<file path="src/rtl/debug_pkg.sv">
// Shared constants and types for the target-side debug port.
package debug_pkg;

  // tg_force register bit positions.
  localparam int unsigned TGF_HOLD     = 0;
  localparam int unsigned TGF_LOAD_EXR = 1;
  localparam int unsigned TGF_EXEC     = 2;

  // bus_ctrl register bit positions (bit 0 is unused).
  localparam int unsigned BUS_TG_RESET = 1;
  localparam int unsigned BUS_DIVERT   = 2;

  // A breakpoint register holding this address never matches.
  localparam logic [15:0] BP_DISABLED = 16'hffff;

  // Target execution state as seen by the debug port.
  typedef enum logic [0:0] {
    Run  = 1'b0,
    Halt = 1'b1
  } dbg_state_e;

endpackage

</file>
<file path="src/rtl/bp_comparator.sv">
// One PC breakpoint: address register, one-shot pass flag, sticky hit status.
module bp_comparator
  import debug_pkg::*;
#(
  parameter int unsigned W = 16
) (
  input  logic         clk_i,
  input  logic         reset_i,     // full reset: also disables the address
  input  logic         clr_i,       // target reset: clears status and pass only
  input  logic         hit_en_i,    // hits only count while the FSM is in Run
  input  logic         wr_i,
  input  logic [W-1:0] wdata_i,
  input  logic         fetch_i,
  input  logic [W-1:0] pc_i,
  output logic         status_o,
  output logic         status_d_o   // next-state status, lets the FSM react in the same cycle
);

  localparam logic [W-1:0] Disabled = W'(BP_DISABLED);

  logic [W-1:0] addr_q, addr_d;
  logic         pass_q, pass_d;
  logic         status_q, status_d;
  logic         match;
  logic         hit;

  assign match = fetch_i && (pc_i == addr_q);
  assign hit   = hit_en_i && match && (addr_q != Disabled) && !pass_q;

  // Next-state: a write beats a simultaneous hit; target reset beats everything but the address.
  always_comb begin
    addr_d   = addr_q;
    pass_d   = pass_q;
    status_d = status_q;
    if (fetch_i && (pc_i != addr_q)) begin
      pass_d = 1'b0;
    end
    if (hit) begin
      status_d = 1'b1;
    end
    if (wr_i) begin
      addr_d   = wdata_i;
      status_d = 1'b0;
      pass_d   = 1'b1;
    end
    if (clr_i) begin
      status_d = 1'b0;
      pass_d   = 1'b0;
    end
  end

  // State registers; the address survives a target-only reset.
  always_ff @(posedge clk_i) begin
    if (reset_i) begin
      addr_q   <= Disabled;
      pass_q   <= 1'b0;
      status_q <= 1'b0;
    end else begin
      addr_q   <= addr_d;
      pass_q   <= pass_d;
      status_q <= status_d;
    end
  end

  assign status_o   = status_q;
  assign status_d_o = status_d;

endmodule

</file>
<file path="src/rtl/target_debug_port.sv">
// Target-side debug responder: code mux, breakpoints, halt/step/force-load control.
module target_debug_port
  import debug_pkg::*;
#(
  parameter int unsigned NUM_BP = 4,
  parameter int unsigned W      = 16
) (
  input  logic              clk_i,
  input  logic              reset_i,
  input  logic [2:0]        bus_ctrl_i,
  input  logic [2:0]        tg_force_i,
  input  logic [W-1:0]      tg_code_in_i,
  input  logic [NUM_BP-1:0] bp_wr_i,
  input  logic [W-1:0]      bp_wdata_i,
  output logic [NUM_BP-1:0] bp_status_o,
  output logic [W-1:0]      exr_shadow_o,
  output logic [W-1:0]      tg_to_visor_reg_o,
  input  logic [W-1:0]      rom_data_i,
  input  logic [W-1:0]      tg_pc_i,
  input  logic              tg_fetch_i,
  input  logic [W-1:0]      tg_exr_i,
  input  logic              tg_r15_we_i,
  input  logic [W-1:0]      tg_r15_data_i,
  output logic [W-1:0]      tg_code_data_o,
  output logic              tg_run_o,
  output logic              tg_load_exr_o,
  output logic              tg_reset_out_o
);

  dbg_state_e        state_q;
  logic              tg_run_q;
  logic              load_exr_q;
  logic [W-1:0]      exr_shadow_q;
  logic [W-1:0]      r15_q;
  logic [2:0]        force_q;
  logic [NUM_BP-1:0] status;
  logic [NUM_BP-1:0] status_d;
  logic              tg_reset;
  logic              hit_en;
  logic              hold;
  logic              exec_rise;
  logic              load_rise;
  logic              unused_bus;

  assign unused_bus = bus_ctrl_i[0];

  assign tg_reset  = reset_i | bus_ctrl_i[BUS_TG_RESET];
  assign hold      = tg_force_i[TGF_HOLD];
  assign exec_rise = tg_force_i[TGF_EXEC] & ~force_q[TGF_EXEC];
  assign load_rise = tg_force_i[TGF_LOAD_EXR] & ~force_q[TGF_LOAD_EXR];
  // Gate on state, not tg_run, so a forced step can never hit a breakpoint.
  assign hit_en    = (state_q == Run);

  for (genvar i = 0; i < NUM_BP; i++) begin : g_bp
    bp_comparator #(
      .W(W)
    ) u_bp (
      .clk_i      (clk_i),
      .reset_i    (reset_i),
      .clr_i      (tg_reset),
      .hit_en_i   (hit_en),
      .wr_i       (bp_wr_i[i]),
      .wdata_i    (bp_wdata_i),
      .fetch_i    (tg_fetch_i),
      .pc_i       (tg_pc_i),
      .status_o   (status[i]),
      .status_d_o (status_d[i])
    );
  end

  // Run/halt FSM with registered run, load pulse, exr capture and r15 mirror.
  always_ff @(posedge clk_i) begin
    if (reset_i) begin
      state_q      <= Run;
      tg_run_q     <= 1'b1;
      load_exr_q   <= 1'b0;
      exr_shadow_q <= '0;
      r15_q        <= '0;
      force_q      <= '0;
    end else begin
      force_q    <= tg_force_i;
      load_exr_q <= 1'b0;
      if (tg_r15_we_i) begin
        r15_q <= tg_r15_data_i;
      end
      if (bus_ctrl_i[BUS_TG_RESET]) begin
        state_q  <= Run;
        tg_run_q <= 1'b1;
      end else begin
        unique case (state_q)
          Run: begin
            if ((|status_d) || hold) begin
              state_q      <= Halt;
              tg_run_q     <= 1'b0;
              exr_shadow_q <= tg_exr_i;
            end else begin
              tg_run_q <= 1'b1;
            end
          end
          Halt: begin
            // Release looks at next-state status so the clearing write frees the target at once.
            if ((status_d == '0) && !hold) begin
              state_q  <= Run;
              tg_run_q <= 1'b1;
            end else begin
              tg_run_q   <= exec_rise;
              load_exr_q <= load_rise;
            end
          end
          default: begin
            state_q  <= Run;
            tg_run_q <= 1'b1;
          end
        endcase
      end
    end
  end

  assign tg_code_data_o    = bus_ctrl_i[BUS_DIVERT] ? tg_code_in_i : rom_data_i;
  assign tg_reset_out_o    = tg_reset;
  assign tg_run_o          = tg_run_q;
  assign tg_load_exr_o     = load_exr_q;
  assign bp_status_o       = status;
  assign exr_shadow_o      = exr_shadow_q;
  assign tg_to_visor_reg_o = r15_q;

endmodule
</file>
<file path="config.mk">
export PLATFORM = sky130hd
export DESIGN_NAME = target_debug_port
export DESIGN_NICKNAME = d
export VERILOG_FILES = /design/src/rtl/debug_pkg.sv /design/src/rtl/bp_comparator.sv /design/src/rtl/target_debug_port.sv
export SDC_FILE = /design/constraint.sdc
export NUM_CORES = 1
export LEC_CHECK = 0
export CAP_MARGIN = 5
export CELL_PAD_IN_SITES_DETAIL_PLACEMENT = 1
export CELL_PAD_IN_SITES_GLOBAL_PLACEMENT = 1
export CORE_MARGIN = 3
export CORE_UTILIZATION = 36
export CTS_CLUSTER_DIAMETER = 30
export DETAILED_ROUTE_END_ITERATION = 8
export PLACE_DENSITY_LB_ADDON = 0.1
export SYNTH_ARGS = -nofsm -noshare
export SYNTH_HDL_FRONTEND = slang
export SYNTH_SLANG_ARGS = --single-unit
</file>
<file path="constraint.sdc">
create_clock -name clk_i -period 2.6 [get_ports clk_i]
set_input_delay 0.78 -clock clk_i [delete_from_list [all_inputs] [get_ports clk_i]]
set_output_delay 0.78 -clock clk_i [all_outputs]
set_load 0.1 [all_outputs]
</file>
* After elaboration in Yosys (flattened, before gate mapping)
Cells that the tools add are included.
Storage, ports and cells: bits in registers 110, bits in latches 0, RAM bits 0, memory bits (read-only) 0, output and inout bits 55, memories 0
Operators by class: add/sub/neg operators 0, multiply operators 0, div/mod/pow operators 0, $lt $le $gt $ge 0, equality and inequality tests 12, shift operators 0, muxes and demuxes 27, bitwise logic cells 7, reductions and logical operators 37
Operators with widths (number):
- $eq 16x16->1 | 4
- $ne 16x16->1 | 4
- $ne 16x16->1 const B | 4
- $mux 1 | 24
- $logic_and 1x1->1 | 21
- $mux 16 | 1
- $reduce_bool 2->1 | 4
- $reduce_or 4->1 | 2
- $logic_not 1->1 | 5
- $logic_not 4->1 | 1
- $not 1->1 | 4
- $pmux 1 s2 | 2
- $reduce_or 2->1 | 2
- $reduce_and 3->1 | 1
- $and 1x1->1 | 2
- $logic_or 1x1->1 | 1
- $or 1x1->1 | 1

* Longest topological paths before layout
word-level depth 12, gate-level depth with buffers 9, depth with buffers taken out 6

* By module
A second synthesis with hierarchy kept.
Unflattened totals: cell total of the unflattened synthesis 567, area, all modules 5456.5 sq um
By module, submodules not included:
- bp_comparator | times used 4, cells an instance 95, area an instance 902.1 sq um, sequential area each 360.3 sq um
- target_debug_port | times used 1, cells an instance 187, area an instance 1848.0 sq um, sequential area each 740.7 sq um

* Least setup slack after synthesis
OpenSTA, ideal clock, no wires.
path kind input to output, start point input port bus_ctrl_i[2], end point output port tg_code_data_o[0], arrival time 1974 ps, data required time 1820 ps, slack -154 ps, cell stages on the path 3, cell sequence clkbuf_1 -> buf_1 -> mux2_2
On the way: longest elaborated chain between the ends 1
RTL lines:
- start, declared | line target_debug_port.sv:10 | input logic [2:0] bus_ctrl_i,
- $mux 16 | line target_debug_port.sv:119 | assign tg_code_data_o = bus_ctrl_i[BUS_DIVERT] ? tg_code_in_i : rom_data_i;
- end, declared | line target_debug_port.sv:24 | output logic [W-1:0] tg_code_data_o,
Every way passes these cells.

* Worst setup path after layout
start point input port bus_ctrl_i[2], end point output port tg_code_data_o[1]
Same word-level chain as after synthesis.

==> impl_metrics.json <==
{
  "grt_pass1_wl_mm": 28.2,
  "power_density_mw_per_mm2": 550,
  "synth_edf_count": 0,
  "drc": 0,
  "avgRoutedWirePerCell_um": 18.9,
  "pin_count": 165,
  "synth_top_area_cell": "dfxtp_1",
  "grt_start_max_net_pins": 69,
  "drt-total-wl_mm": 18.6,
  "cts_sinks": 109,
  "dp_hpwl_mm": 13.7,
  "insertion_delay_ps": 350,
  "instances_no_fill": 985,
  "finalMaxSlewViolations": 0,
  "endpoint_kind": "output pin",
  "rsz0062_at_grt": "yes",
  "place_area_mm2": 0.00779,
  "die_w_um": 131,
  "fp.dieH_um": 131,
  "period_share_pct": 99.3,
  "n_antenna_cell": 0,
  "place_ws_ps": -623,
  "cts_root_buffer": "clkbuf_16",
  "synth.area.top_cells": "dfxtp_1 (39%), a211o_1 (10%), xnor2_1 (10%)",
  "skew_ps": 7.60,
  "synth-seq-area-share_pct": 38.9,
  "initial_core_util_pct": 36.8,
  "max_freq_mhz": 387,
  "async_flop_share_pct": 0,
  "layout_commonest_cell": "dfxtp_1",
  "synthDistinctLibCells": 32,
  "slew_headroom_pct": 52.8,
  "num_rows": 45,
  "crit_type": "input pin to output pin",
  "status": "complete, no violations",
  "dp.cells": 962,
  "grt.overflow.total": 0,
  "yosys_warnings": 0,
  "tightest_slew_ps": 708,
  "cts_tree": "built",
  "startpoint_type": "input pin",
  "syn_area_per_cell_um2": 9.55,
  "viasPerCell": 5.23,
  "critPathRequiredTime_ps": 1820,
  "min_path_type": "flip-flop to flip-flop",
  "clockBufferDepth": 2,
  "drv_cap": 0,
  "antenna_found_initial": 0,
  "portBuffers": 163,
  "h-tree-depth": 3,
  "clk_pin_slew_worst_paths_ps": 70,
  "worst-path-max-fanout": 8,
  "core_area_mm2": 0.0153,
  "grt_pass1_vias": 5340,
  "synth_top_area_share_pct": 38.9,
  "synth-main-ff-cell": "dfxtp_1",
  "design_area_mm2": 0.00825,
  "die_area_mm2": 0.0171,
  "ir_drop_uv": 363,
  "finalHoldViolations": 0,
  "grtUsageTotal_pct": 21.2,
  "drive_gt1_share_pct": 23.5,
  "gp_congestion": 0.864,
  "p_leak_nw": 3.30,
  "vias": 5149,
  "period_needed_ps": 2580,
  "dr.pass1.iters": 4,
  "synth_area_mm2": 0.00562,
  "dr.first_iter.drc_count": 179,
  "layout.nets": 881,
  "cp.arrival_ps": 1800,
  "syn-instance-count": 588,
  "setup_viol": 0,
  "cts_inserted_buffers": 9,
  "setup_ws_ps": 17.6,
  "ant_nets": 0,
  "synth-seq-cells": 109,
  "area_delta_synth_final_pct": 46.9,
  "final_cell_mix": "dfxtp_1 (109), buf_4 (104), clkdlybuf4s50_1 (89)",
  "syn_nets": 698
}
[where the power goes]
part	internal (mW)	switching, mW	leakage (nW)	total, mW
sequential	1.78	0.0936	0.904	1.87
combinational	0.553	0.756	2.26	1.31
clock	0.738	0.622	0.134	1.36
[worst max-delay path, cell delays in order]
cell and delay (ps):
clkdlybuf4s15_2 210, bufbuf_16 280, mux2_2 360, buf_12 170
[stage by stage]
stage / util [%] / hold slack [ps] / power [mW] / TNS (ps)
floorplan: - / 421 / 2.71 / -231
global placement: 51.1 / 426 / 3.16 / -14220
detailed placement: 51.1 / 435 / 3.20 / -14770
CTS: 53.7 / 447 / 4.58 / 0
global route: 54.1 / 476 / 4.74 / -130
finish: 54.1 / 441 / 4.54 / 0
[per-layer routing]
metal  up-vias  share of wire [%]  global-route usage [%]
met3        16                5.6                    4.31
met2       143                 50                    37.3
met5         -                  0                       0
met1      2514                 43                    26.5
li1       2476                  -                       -
met4         0                1.2                    5.51
[cells by family (layout without fill, tap and decap cells)]
kind of cell | after synthesis | count (layout) | share of synthesized area [%]
AND/OR/NAND/NOR | 196 | 196 | 20.6
AO/OA/AOI/OAI | 109 | 109 | 18.1
flip-flops | 109 | 109 | 38.9
buffers and inverters | 78 | 264 | 6.39
XOR/XNOR | 64 | 64 | 9.98
multiplexers | 32 | 32 | 6.06
[flip-flops by register name, summed over array words and instances (netlist names)]
name                count
tg_to_visor_reg_o      16
force_q                 2
exr_shadow_o           16
g_bp.u_bp.status_o      4
tg_run_o                1
state_q                 1
tg_load_exr_o           1
g_bp.u_bp.addr_q       64
g_bp.u_bp.pass_q        4
[cells in the mapped netlist (2+ instances only)]
cell type / count
dfxtp_1: 109
a21oi_2: 2
nand2_1: 4
nor4_1: 10
mux2i_1: 16
buf_1: 9
nand2b_1: 5
a2111oi_4: 2
nor2b_1: 66
nand4_1: 48
o211ai_2: 9
o211ai_1: 7
xnor2_1: 64
nor2_1: 39
buf_4: 4
clkbuf_1: 23
inv_1: 17
buf_2: 7
nand3b_1: 18
a21o_1: 3
a21oi_1: 4
o32a_1: 16
mux2_2: 16
a211o_1: 65
clkbuf_2: 15
nor3b_1: 3
nor4_2: 2
[final timing paths]
path	start	endpoint	slack, ps	cells after the start
setup / recovery	bus_ctrl_i[2]	tg_code_data_o[1]	20	4
hold / removal	force_q[1]$_SDFF_PP0_	tg_load_exr_o$_SDFF_PP0_	440	1
setup reg to reg	g_bp[3].u_bp.addr_q[15]$_SDFFE_PP1P_	exr_shadow_o[3]$_SDFFE_PP0P_	290	8
hold reg to reg	force_q[1]$_SDFF_PP0_	tg_load_exr_o$_SDFF_PP0_	440	1
[what timing repair did]
| item | 4_1_cts | 5_1_grt |
|---|---|---|
| buffers inserted | 2 | 5 |
| resized for setup | 29 | 7 |
| cloned | 2 | 0 |
| endpoints found under the hold margin | 0 | 0 |
| pin swaps | 4 | 6 |
| hold buffers | 0 | 0 |
| endpoints found under the setup margin | 36 | 21 |
[final cells by class]
type	instances	area [um2]
clock buffer	10	229
clock inverter	4	51.3
fill	1681	7010
inverter	17	63.8
multi-input combinational	401	3160
sequential	109	2180
tap	211	264
timing repair buffer	233	2300
No activity file was read; power rests on OpenSTA's default activity.
